**src/rtl/cpu_run_controller.sv**
```systemverilog
// Run controller: holds cpu_res for RESET_CYCLES, runs a bounded budget, latches PASS/FAIL/TIMEOUT.
// All outputs registered (one cycle after the deciding edge); start is ignored while busy, only RES aborts.
module cpu_run_controller #(
    parameter int unsigned       DATA_W        = 32,
    parameter int unsigned       CNT_W         = 32,
    parameter int unsigned       RESET_CYCLES  = 1000,
    parameter int unsigned       RUN_CYCLES    = 1000,
    parameter logic [DATA_W-1:0] PASS_VALUE    = DATA_W'(32'h0000_0001),
    parameter logic [DATA_W-1:0] FAIL_VALUE    = DATA_W'(32'hFFFF_FFFF),
    parameter int unsigned       STABLE_CYCLES = 4
) (
    input  logic              CLK,
    input  logic              RES,
    input  logic              start,
    input  logic [DATA_W-1:0] check,
    output logic              cpu_res,
    output logic              busy,
    output logic              done,
    output logic              pass,
    output logic              fail,
    output logic              timeout,
    output logic [CNT_W-1:0]  run_cycles,
    output logic [DATA_W-1:0] last_check
);

    typedef enum logic [2:0] {
        S_IDLE,
        S_RESET,
        S_RUN,
        S_PASS,
        S_FAIL,
        S_TIMEOUT
    } state_t;

    localparam logic [CNT_W-1:0] RESET_LIM  = CNT_W'(RESET_CYCLES);
    localparam logic [CNT_W-1:0] RUN_LIM    = CNT_W'(RUN_CYCLES);
    localparam logic [CNT_W-1:0] STABLE_LIM = CNT_W'(STABLE_CYCLES);

    state_t             state_q, state_d;
    logic [CNT_W-1:0]   rst_cnt_q, rst_cnt_d;
    logic [CNT_W-1:0]   run_cnt_q, run_cnt_d;
    logic [CNT_W-1:0]   pass_cnt_q, pass_cnt_d;
    logic [CNT_W-1:0]   fail_cnt_q, fail_cnt_d;
    logic [CNT_W-1:0]   run_cycles_q, run_cycles_d;
    logic [DATA_W-1:0]  last_check_q, last_check_d;
    logic               cpu_res_q, cpu_res_d;
    logic               busy_q, busy_d;
    logic               done_q, done_d;
    logic               pass_q, pass_d;
    logic               fail_q, fail_d;
    logic               timeout_q, timeout_d;

    function automatic logic [CNT_W-1:0] sat_inc(input logic [CNT_W-1:0] v);
        return (&v) ? v : v + CNT_W'(1);
    endfunction

    always_comb begin
        state_d      = state_q;
        rst_cnt_d    = rst_cnt_q;
        run_cnt_d    = run_cnt_q;
        pass_cnt_d   = pass_cnt_q;
        fail_cnt_d   = fail_cnt_q;
        run_cycles_d = run_cycles_q;
        last_check_d = last_check_q;

        case (state_q)
            S_IDLE, S_PASS, S_FAIL, S_TIMEOUT: begin
                if (start) begin
                    state_d      = S_RESET;
                    rst_cnt_d    = '0;
                    run_cnt_d    = '0;
                    pass_cnt_d   = '0;
                    fail_cnt_d   = '0;
                    run_cycles_d = '0;
                end
            end
            S_RESET: begin
                rst_cnt_d = sat_inc(rst_cnt_q);
                if (rst_cnt_d >= RESET_LIM) begin
                    state_d = S_RUN;
                end
            end
            S_RUN: begin
                run_cnt_d    = sat_inc(run_cnt_q);
                run_cycles_d = run_cnt_d;
                last_check_d = check;
                pass_cnt_d   = (check == PASS_VALUE) ? sat_inc(pass_cnt_q) : '0;
                fail_cnt_d   = (check == FAIL_VALUE) ? sat_inc(fail_cnt_q) : '0;
                // A verdict completing on the last budget cycle beats the timeout.
                if (pass_cnt_d >= STABLE_LIM) begin
                    state_d = S_PASS;
                end else if (fail_cnt_d >= STABLE_LIM) begin
                    state_d = S_FAIL;
                end else if (run_cnt_d >= RUN_LIM) begin
                    state_d = S_TIMEOUT;
                end
            end
            default: state_d = S_IDLE;
        endcase

        cpu_res_d = (state_d != S_RUN);
        busy_d    = (state_d == S_RESET) || (state_d == S_RUN);
        done_d    = (state_d == S_PASS) || (state_d == S_FAIL) || (state_d == S_TIMEOUT);
        pass_d    = (state_d == S_PASS);
        fail_d    = (state_d == S_FAIL);
        timeout_d = (state_d == S_TIMEOUT);
    end

    always_ff @(posedge CLK) begin
        if (RES) begin
            state_q      <= S_IDLE;
            rst_cnt_q    <= '0;
            run_cnt_q    <= '0;
            pass_cnt_q   <= '0;
            fail_cnt_q   <= '0;
            run_cycles_q <= '0;
            last_check_q <= '0;
            cpu_res_q    <= 1'b1;
            busy_q       <= 1'b0;
            done_q       <= 1'b0;
            pass_q       <= 1'b0;
            fail_q       <= 1'b0;
            timeout_q    <= 1'b0;
        end else begin
            state_q      <= state_d;
            rst_cnt_q    <= rst_cnt_d;
            run_cnt_q    <= run_cnt_d;
            pass_cnt_q   <= pass_cnt_d;
            fail_cnt_q   <= fail_cnt_d;
            run_cycles_q <= run_cycles_d;
            last_check_q <= last_check_d;
            cpu_res_q    <= cpu_res_d;
            busy_q       <= busy_d;
            done_q       <= done_d;
            pass_q       <= pass_d;
            fail_q       <= fail_d;
            timeout_q    <= timeout_d;
        end
    end

    assign cpu_res    = cpu_res_q;
    assign busy       = busy_q;
    assign done       = done_q;
    assign pass       = pass_q;
    assign fail       = fail_q;
    assign timeout    = timeout_q;
    assign run_cycles = run_cycles_q;
    assign last_check = last_check_q;

endmodule
```
**config.mk**
```make
export PLATFORM = sky130hd
export DESIGN_NAME = cpu_run_controller
export DESIGN_NICKNAME = d
export VERILOG_FILES = /design/src/rtl/cpu_run_controller.sv
export SDC_FILE = /design/constraint.sdc
export NUM_CORES = 1
export LEC_CHECK = 0
export BUFFER_PORTS_ARGS = -buffer_cell sky130_fd_sc_hd__clkbuf_2
export CORE_ASPECT_RATIO = 0.8
export CORE_UTILIZATION = 30
export CTS_BUF_LIST = sky130_fd_sc_hd__clkbuf_4 sky130_fd_sc_hd__clkbuf_8 sky130_fd_sc_hd__clkbuf_16
export DETAILED_ROUTE_END_ITERATION = 12
export GPL_ROUTABILITY_DRIVEN = 0
export MAX_ROUTING_LAYER = met4
export PLACE_DENSITY_LB_ADDON = 0.08
export SLEW_MARGIN = 5
export SYNTH_ARGS = -nofsm -noshare
export SYNTH_HDL_FRONTEND = slang
export SYNTH_SLANG_ARGS = --single-unit
export TNS_END_PERCENT = 30
```
**constraint.sdc**
```tcl
create_clock -name CLK -period 3.5 [get_ports CLK]
set_clock_uncertainty 0.05 [all_clocks]
set_input_delay 0.35 -clock CLK [delete_from_list [all_inputs] [get_ports CLK]]
set_output_delay 0.35 -clock CLK [all_outputs]
set_load 0.1 [all_outputs]
```
==> results of run 1 <==
==> flip-flops by register name (all words and copies together), names as in the netlist, 3 cells and up <==
signal and flops:
rst_cnt_q 32, run_cycles 32, pass_cnt_q 32, state_q 3, fail_cnt_q 32, last_check 32
==> metal layers <==
layer  global-route usage (%)  routed length, µm  vias to the layer above
li1                         -                  -                     6170
met3                     3.19               1880                       32
met2                     29.9              16700                      307
met5                        -                  0                        -
met4                     4.49                410                        0
met1                     32.2              20600                     5956
==> worst max-delay path: stages, from the launching register on <==
cell,delay [ns]
dfxtp_1,0.34
ha_1,0.19
and3_1,0.22
nand3_2,0.08
or4_1,0.57
or3_1,0.33
a211oi_1,0.30
nor3_1,0.13
a41oi_4,0.25
nor3b_1,0.10
or4_1,0.48
or2_1,0.24
==> how the worst min path moves through the flow <==
| stage | to | slack, ns | cells after the start | from |
|---|---|---|---|---|
| 4_1_cts | last_check[16] | 0.06 | 3 | check[16] |
| 5_1_grt | last_check[16] | 0.07 | 3 | check[16] |
| 6_report | last_check[2] | 0.09 | 3 | check[2] |
| 3_3_place_gp | last_check[1] | 0.39 | 2 | last_check[1] |
| 3_5_place_dp | last_check[23] | 0.40 | 2 | last_check[23] |
| 2_1_floorplan | rst_cnt_q[1] | 0.41 | 2 | rst_cnt_q[1] |
==> area by class of cell <==
| cell class | count | share of cell area (%) |
|---|---|---|
| inverters | 17 | 0.449 |
| diodes | 1 | 0.0176 |
| well taps | 480 | 4.23 |
| repair buffers | 321 | 15.4 |
| flip-flops and latches | 169 | 24.4 |
| clock inverters | 13 | 1.15 |
| multi-input cells | 1220 | 51.1 |
| clock buffers | 19 | 3.27 |
==> cell usage in the layout (no fill, tap or decap), types with 21 or more instances in the layout <==
| cell | instances |
|---|---|
| a21oi_1 | 150 |
| a311oi_1 | 39 |
| a31oi_1 | 30 |
| and3_1 | 40 |
| and4_1 | 22 |
| buf_4 | 214 |
| clkbuf_2 | 103 |
| dfxtp_1 | 131 |
| dfxtp_2 | 26 |
| nand2_1 | 194 |
| nand3_1 | 68 |
| nand4_1 | 72 |
| nor2_1 | 152 |
| nor3_1 | 57 |
| nor4_1 | 32 |
| o21ai_0 | 79 |
| or3_1 | 21 |
| xnor2_1 | 26 |
==> synthesized netlist by cell type (7+ instances only) <==
cell and count:
a22oi_1 8, a311oi_1 40, a31oi_1 32, inv_1 17, nand3b_1 9, nand2b_1 9
and2_1 15, or3_1 23, nand2_1 195, xnor2_1 27, nand4_1 72, dfxtp_1 169
nor2_1 153, a211oi_1 16, buf_2 23, and4_1 23, nand3_1 71, nor3_1 63
a21oi_1 152, o21a_1 7, and3_1 40, clkbuf_1 96, o211ai_1 11, xor2_1 12
nor4_1 37, or4_1 10, o21ai_0 79
==> cell families after synthesis <==
logic type,after synthesis,share of synthesized area (%)
AND/OR/NAND/NOR,763,35.7
AO/OA/AOI/OAI,405,23.4
multiplexers,9,0.851
adder cells (fa/ha/maj),4,0.454
XOR/XNOR,39,3.10
buffers and inverters,151,5.85
flip-flops,169,30.7
==> timing repair <==
item / 4_1_cts / 5_1_grt
pin swaps: 4 / 11
setup endpoints to repair: 4 / 9
gates resized for setup: 3 / 42
setup buffers: 1 / 4
==> through the flow <==
stage               power (µW)  setup TNS [ns]  hold WS, ns
finish                    4180               0       0.0939
CTS                       4240        -0.00290       0.0645
global placement          2160               0        0.391
global route              4330         -0.0278       0.0678
floorplan                 2070               0        0.412
detailed placement        2160          -0.118        0.396
==> power breakdown <==
group          switching (µW)  leakage, µW  internal (µW)
clock network             880     0.000305           1190
registers                2.03      0.00138           1920
logic                     143      0.00336           52.4
total                    1030      0.00505           3160
==> summary.md, run 1 <==
| Metric | Value |
|---|---|
| Status | `completed` |
| Top cells by area, synth | `dfxtp_1 31%, a21oi_1 6.9%, nand2_1 6.6%` |
| Vias in the first global route | `11,344` |
| Final nets | `1,785` |
| Layout fillers | `3,787` |
| CTS buffer count | `17` |
| Die X | `216 µm` |
| Worst Path Arrival | `3.69 ns` |
| Final worst-path cycle share | `97.2%` |
| First-pass GRT wire length | `63,200 µm` |
| Yosys warning count | `0` |
| Design area | `14,200 µm²` |
| Post-synthesis net count | `1,579` |
| Normalized max-slew margin | `39.3%` |
| Synth-to-layout area growth | `28.7%` |
| Post-Layout Cell Count | `2,240` |
| Worst-path clk slew | `0.07 ns` |
| Core Area | `36,100 µm²` |
| Hold violation total from the final report | `0` |
| Placed Area | `13,300 µm²` |
| Hold WC Path Type | `input pin to flop` |
| Drt wl/cell | `17.7 µm` |
| CTS Buffer Depth | `2` |
| CP Launch Type | `flop` |
| Std-Cell Rows | `62` |
| Layout cells sized above 1 | `26.0%` |
| Pleak | `0.00505 µW` |
| Wirelength, routed | `39,600 µm` |
| First DRT Iteration DRCs | `989` |
| CP Class | `flop to flop` |
| DRC viols | `0` |
| Cell Area, Synth | `11,000 µm²` |
| Post-Route Utilization | `39.4%` |
| Worst slack, placed | `-0.101 ns` |
| VDD IR-drop max | `0.251 mV` |
| Worst skew pair latency | `0.46 ns` |
| R2r startpoint | `fail_cnt_q[1]` |
| ANT nets after route | `0` |
| Initial Util | `30.6%` |
| Crit path to | `cpu_res` |
| Vias | `12,465` |
| Pwr dens | `295 nW/µm²` |
| Final critical-path required period | `3.40 ns` |
| Actual slew at the worst max-slew pin | `0.908 ns` |
| Synth top area share | `30.7%` |
| Top cell type by total area after synthesis | `dfxtp_1` |
| I/O pin cnt | `105` |
| Pin count of the biggest net entering global routing | `66` |
| CP Capture Type | `flop` |
| 1st-pass router iterations | `5` |
| Clk root buf | `clkbuf_16` |
| Inst Count DP | `2,202` |
| Ys async rst share | `0%` |
| Gate Count Post-Synth | `1,540` |
| Drt via density | `5.56` |
| Final number of max-transition violations | `0` |
| CTS Hold Buffers Added | `0` |
| DP HPWL | `28,500 µm` |
| CTS tree | `done` |
| Synthesis-stage register bit count | `169` |
| GRT Util Overall | `21.5%` |
| EDFF count, synth | `0` |
| Worst Reg2Reg Path Length in Cells | `11` |
| # setup viols final | `0` |
| Max Cap Viol | `0` |
| Total die area | `37,500 µm²` |
| CP Launch Point | `fail_cnt_q[1]` |
| PortBufs | `104` |
| H-tree Lvls | `4` |
| Crit-path max FO | `3` |
| Antenna violations before repair | `1` |
| Multi-input gate area | `7260 µm²` |
| Sequential fraction of the synthesis area | `30.7%` |
| Clock sink count | `169` |
| Max Freq | `0.294 GHz` |
| Global route overflow | `0` |
| Syn Area/Cell | `7.16 µm²` |
| Top_reg_cell synth | `dfxtp_1` |
| Synth cell types | `79` |
| Reg area | `3460 µm²` |
| Setup ws final | `0.0987 ns` |
| Setup slack, reg-to-reg | `0.1 ns` |
| Reg-to-reg endpoint | `cpu_res` |
| Die Ht | `174 µm` |
| CP required | `3.79 ns` |
Note: power is estimated with default switching activity, not from simulation.
==> run 2, diff against run 1 <==
- CELL_PAD_IN_SITES_DETAIL_PLACEMENT: unset -> 1
- CELL_PAD_IN_SITES_GLOBAL_PLACEMENT: unset -> 1
==> run 2 against run 1 <==
Effect of this change: utilization up 0.14 points; critical path depth is the same; register-to-register slack improved by 0.03 ns; first-iteration DRC count fell by 31%; worst hold slack got worse by 0.0017 ns; worst setup slack improved by 0.025 ns; flip-flop and latch count is the same; non-clock buffer count up 7; sequential share of layout area decreased by 0.066 points.
==> summary.md, run 2 (synthesis gave the netlist of run 1 again) <==
| Metric | Value |
|---|---|
| Status | `completed` |
| Setup slack, reg-to-reg | `0.12 ns` |
| CP peak stage delay | `0.52 ns` |
| Final number of max-transition violations | `0` |
| Initial Util | `30.6%` |
| I/O pin cnt | `105` |
| Pin count of the biggest net entering global routing | `110` |
| CP Launch Point | `run_cycles[20]` |
| Total die area | `37,500 µm²` |
| CP Launch Type | `flop` |
| Reg-to-reg endpoint | `cpu_res` |
| Max Cap Viol | `0` |
| Wirelength, routed | `43,200 µm` |
| Post-Layout Cell Count | `2,246` |
| CP Capture Type | `flop` |
| Actual slew at the worst max-slew pin | `0.897 ns` |
| 1st-pass router iterations | `6` |
| Antenna violations before repair | `0` |
| Vias in the first global route | `12,566` |
| CTS Hold Buffers Added | `0` |
| Clock sink count | `169` |
| Inst Count DP | `2,209` |
| WHS Endpoint | `last_check[24]` |
| R2r startpoint | `run_cycles[20]` |
| Worst skew pair latency | `0.46 ns` |
| Synth-to-layout area growth | `29.2%` |
| Switching power | `1050 µW` |
| CTS buffer count | `17` |
| Cell Chain, Critical Path | `nand4_1 -> buf_4 -> or4_1 -> and4_1 -> a21oi_1 -> o22ai_1 -> nor4_1 -> nand3_1 -> nor3b_2 -> or4_4 -> or2_1` |
| DRC viols | `0` |
| Worst Path Arrival | `3.67 ns` |
| Layout cells sized above 1 | `26.8%` |
| VDD IR-drop max | `0.250 mV` |
| Die X | `216 µm` |
| Flop pwr share | `47.5%` |
| PortBufs | `104` |
| ANT nets after route | `0` |
| Clock power share | `47.6%` |
| Most frequent cells in the layout | `222 x buf_4, 194 x nand2_1, 152 x nor2_1, 152 x a21oi_1, 129 x dfxtp_1` |
| Final nets | `1,792` |
| Clk root buf | `clkbuf_16` |
| Net Sw Frac | `26.1%` |
| Worst path slowest cell | `or4_1` |
| Drt wl/cell | `19.2 µm` |
| Core Area | `36,100 µm²` |
| Drt via density | `5.57` |
| CTS Buffer Depth | `2` |
| CP Class | `flop to flop` |
| Max Freq | `0.296 GHz` |
| Inserted Diodes | `0` |
| Worst Reg2Reg Path Length in Cells | `11` |
| Normalized max-slew margin | `40.1%` |
| Hold WC Path Type | `input pin to flop` |
| H-tree Lvls | `4` |
| Vias | `12,520` |
| Final critical-path required period | `3.38 ns` |
| Pint | `2990 µW` |
| CP required | `3.79 ns` |
| GRT Util Overall | `23.8%` |
| Worst path bufs/invs | `1` |
| Worst-path clk slew | `0.07 ns` |
| # setup viols final | `0` |
| CTS tree | `done` |
| Post-Route Utilization | `39.5%` |
| Delay-heaviest family, CP | `simple AND/OR/NAND/NOR gates` |
| Pwr dens | `284 nW/µm²` |
| DP HPWL | `31,300 µm` |
| Die Ht | `174 µm` |
| Combinational power share | `4.9%` |
| Worst Hold Launch | `check[24]` |
| First-pass GRT wire length | `69,800 µm` |
| Final worst-path cycle share | `96.5%` |
| Commonest non-fill, non-tap cell in the layout | `buf_4` |
| Std-Cell Rows | `62` |
| Hold Crit Depth | `3` |
| Global route overflow | `0` |
| Hold violation total from the final report | `0` |
| Crit-path max FO | `6` |
| Pleak | `0.00508 µW` |
| First DRT Iteration DRCs | `687` |
run 2: repair_timing:
action | in CTS | in global routing
setup buffers | 1 | 4
setup endpoints to repair | 6 | 8
pin swaps | 4 | 11
gates resized for setup | 10 | 48
run 2: layout make-up:
type                    instances  area (µm²)
clock inverters                13         120
inverters                      17        63.8
fillers                      4487       21800
clock buffers                  19         453
flip-flops and latches        169        3460
repair buffers                328        2230
well taps                     480         601
multi-input cells            1220        7310
run 2: worst register-to-register path: stages, from the launching register on:
cell and delay, ns:
dfxtp_4 0.34, nand4_1 0.20, buf_4 0.21, or4_1 0.52, and4_1 0.29, a21oi_1 0.17
o22ai_1 0.09, nor4_1 0.29, nand3_1 0.21, nor3b_2 0.22, or4_4 0.44, or2_1 0.22
run 2: worst max path at each step:
stage | cells past startpoint | endpoint | slack (ns)
after floorplan | 12 | cpu_res | 0.001
after global placement | 12 | cpu_res | -0.02
after detailed placement | 11 | busy | -0.08
after CTS | 13 | state_q[0] | 0.008
after global routing | 11 | cpu_res | -0.03
final | 11 | cpu_res | 0.12
run 2: per-layer routing:
layer / track usage (%) / share of wire, %
met4: 5.43 / 1.1
met3: 3.42 / 2.7
met5: - / 0
met1: 33.7 / 52
met2: 35.4 / 44
run 2: power groups by stage:
stage,Clock [µW],Combinational (µW),Sequential (µW)
2_1_floorplan,0,98.4,1970
3_3_place_gp,0,197,1960
3_5_place_dp,0,198,1960
4_1_cts,2000,199,1920
5_1_grt,2060,218,1920
6_report,1920,199,1920
run 2: per-stage QoR:
step	worst slack [ns]	power [µW]	cell area, µm²	hold WS [ns]	setup TNS (ns)
global placement	-0.0180	2160	13400	0.392	-0.0331
global route	-0.0322	4200	14200	0.0870	-0.0617
floorplan	0.00111	2070	11100	0.412	0
CTS	0.00787	4110	14000	0.0728	0
detailed placement	-0.0791	2160	13400	0.397	-0.161
finish	0.124	4040	14200	0.0922	0
==> run 3, diff against run 2 <==
- CORE_ASPECT_RATIO: 0.8 -> unset
==> run 3 against run 2 <==
Effect of this change: total power increased by 3.6%; largest power group is now clock; critical endpoint unchanged; worst setup slack better by 0.014 ns; global-route usage is 0.17 points lower; clock power increased by 7%; register-to-register slack barely moved; wire length is 0.44% lower; maximum frequency rose by 0.41%; die area about the same; non-clock buffer count down 7; combinational power hardly changed; critical path type unchanged.
==> summary.md, run 3 (synthesis gave the netlist of run 1 again) <==
| Metric | Value |
|---|---|
| Status | `completed` |
| Vias in the first global route | `12,818` |
| Clk root buf | `clkbuf_16` |
| ANT nets after route | `0` |
| Hold violation total from the final report | `0` |
| Drt via density | `5.67` |
| Worst Reg2Reg Path Length in Cells | `11` |
| Cell Chain, Critical Path | `nand3_1 -> buf_4 -> or4_1 -> o311a_1 -> nand2_1 -> xor2_1 -> nand4_1 -> nor3_2 -> nor2_1 -> or4_1 -> or2_1` |
| Crit-path max FO | `4` |
| Layout fillers | `4,438` |
| CP Capture Type | `flop` |
| Std-Cell Rows | `69` |
| Die Ht | `194 µm` |
| Vias | `12,583` |
| # setup viols final | `0` |
| Most frequent cells in the layout | `214 x buf_4, 192 x nand2_1, 153 x nor2_1, 150 x a21oi_1, 133 x dfxtp_1` |
| H-tree Lvls | `4` |
| Final number of max-transition violations | `0` |
| First-pass GRT wire length | `70,200 µm` |
| Pwr dens | `295 nW/µm²` |
| Initial Util | `30.7%` |
| Antenna violations before repair | `0` |
| CP Depth | `11` |
| Die X | `194 µm` |
| Worst-path clk slew | `0.07 ns` |
| Wirelength, routed | `43,000 µm` |
| Global route overflow | `0` |
| Hold WC Path Type | `input pin to flop` |
| Power, Total | `4190 µW` |
| Clock sink count | `169` |
| CP peak stage delay | `0.56 ns` |
| Most common cell on crit path | `or4_1` |
| Core Area | `35,900 µm²` |
| CTS Hold Buffers Added | `0` |
| Normalized max-slew margin | `50.8%` |
| DP HPWL | `31,700 µm` |
| Actual slew at the worst max-slew pin | `0.738 ns` |
| Worst Path Arrival | `3.66 ns` |
| Total die area | `37,500 µm²` |
| CTS buffer count | `17` |
| Design area | `14,200 µm²` |
| Layout cells sized above 1 | `26.3%` |
| Inserted Diodes | `0` |
| Worst path slowest cell | `or4_1` |
| Final critical-path required period | `3.36 ns` |
| Synth-to-layout area growth | `28.6%` |
| VDD IR-drop max | `0.361 mV` |
| Pleak | `0.00503 µW` |
| Max Freq | `0.297 GHz` |
| Hold Crit Depth | `3` |
| Worst skew pair latency | `0.45 ns` |
| Drt wl/cell | `19.4 µm` |
| 1st-pass router iterations | `5` |
| First DRT Iteration DRCs | `498` |
| Max Cap Viol | `0` |
| Final worst-path cycle share | `96.1%` |
| Final nets | `1,785` |
| CTS tree | `done` |
| Delay-heaviest family, CP | `simple AND/OR/NAND/NOR gates` |
| CP Class | `flop to flop` |
| PortBufs | `104` |
| Placed Area | `13,300 µm²` |
| Post-Route Utilization | `39.5%` |
| I/O pin cnt | `105` |
| GRT Util Overall | `23.6%` |
| Worst path bufs/invs | `1` |
| Pin count of the biggest net entering global routing | `63` |
| Commonest non-fill, non-tap cell in the layout | `buf_4` |
| CTS Buffer Depth | `2` |
| CP required | `3.80 ns` |
| CP Launch Type | `flop` |
| DRC viols | `0` |
run 3: worst register-to-register path, cell delays in order, from the launching register on:
cell,delay [ns]
dfxtp_1,0.35
nand3_1,0.15
buf_4,0.19
or4_1,0.56
o311a_1,0.39
nand2_1,0.10
xor2_1,0.25
nand4_1,0.26
nor3_2,0.16
nor2_1,0.07
or4_1,0.51
or2_1,0.22
run 3: metrics by stage:
stage | std cells | setup WS [ns] | TNS [ns] | hold slack, ns
after floorplan | 1540 | 0.00111 | 0 | 0.412
after global placement | 2184 | 0.0287 | 0 | 0.392
after detailed placement | 2184 | -0.0633 | -0.0661 | 0.396
after CTS | 2215 | 0.00824 | 0 | 0.0792
after global routing | 2219 | -0.00964 | -0.0150 | 0.0895
final | 2219 | 0.138 | 0 | 0.105
run 3: what timing repair did:
action,in CTS,in global routing
endpoints found under the setup margin,5,8
buffers inserted,0,4
gates resized for setup,8,43
pin swaps,3,14
run 3: metal layers:
metal / wire, µm / share of wire, % / vias to the layer above / global-route usage (%)
met3: 1150 / 2.7 / 30 / 3.15
li1: - / - / 6158 / -
met5: 0 / 0 / - / -
met1: 20700 / 48 / 6247 / 30.6
met4: 469 / 1.1 / 0 / 5.21
met2: 20600 / 48 / 148 / 38.9
run 3: final timing paths:
path | from | endpoint | slack [ns]
setup / recovery | pass_cnt_q[23] | cpu_res | 0.14
hold / removal | check[1] | last_check[1] | 0.10
setup reg to reg | pass_cnt_q[23] | cpu_res | 0.14
hold reg to reg | last_check[16] | last_check[16] | 0.40
run 3: area by class of cell:
cell class,instances,area [µm²],area share (%)
clock inverter,7,116,0.820
sequential,169,3460,24.4
clock buffer,24,508,3.58
inverter,17,63.8,0.450
timing repair buffer,321,2190,15.5
tap,461,577,4.07
multi-input combinational,1220,7270,51.2
run 3: where the power goes:
| group | internal (µW) | total [µW] | switching (µW) |
|---|---|---|---|
| combinational | 54.8 | 202 | 147 |
| clock | 1230 | 2060 | 834 |
| sequential | 1920 | 1920 | 2.68 |
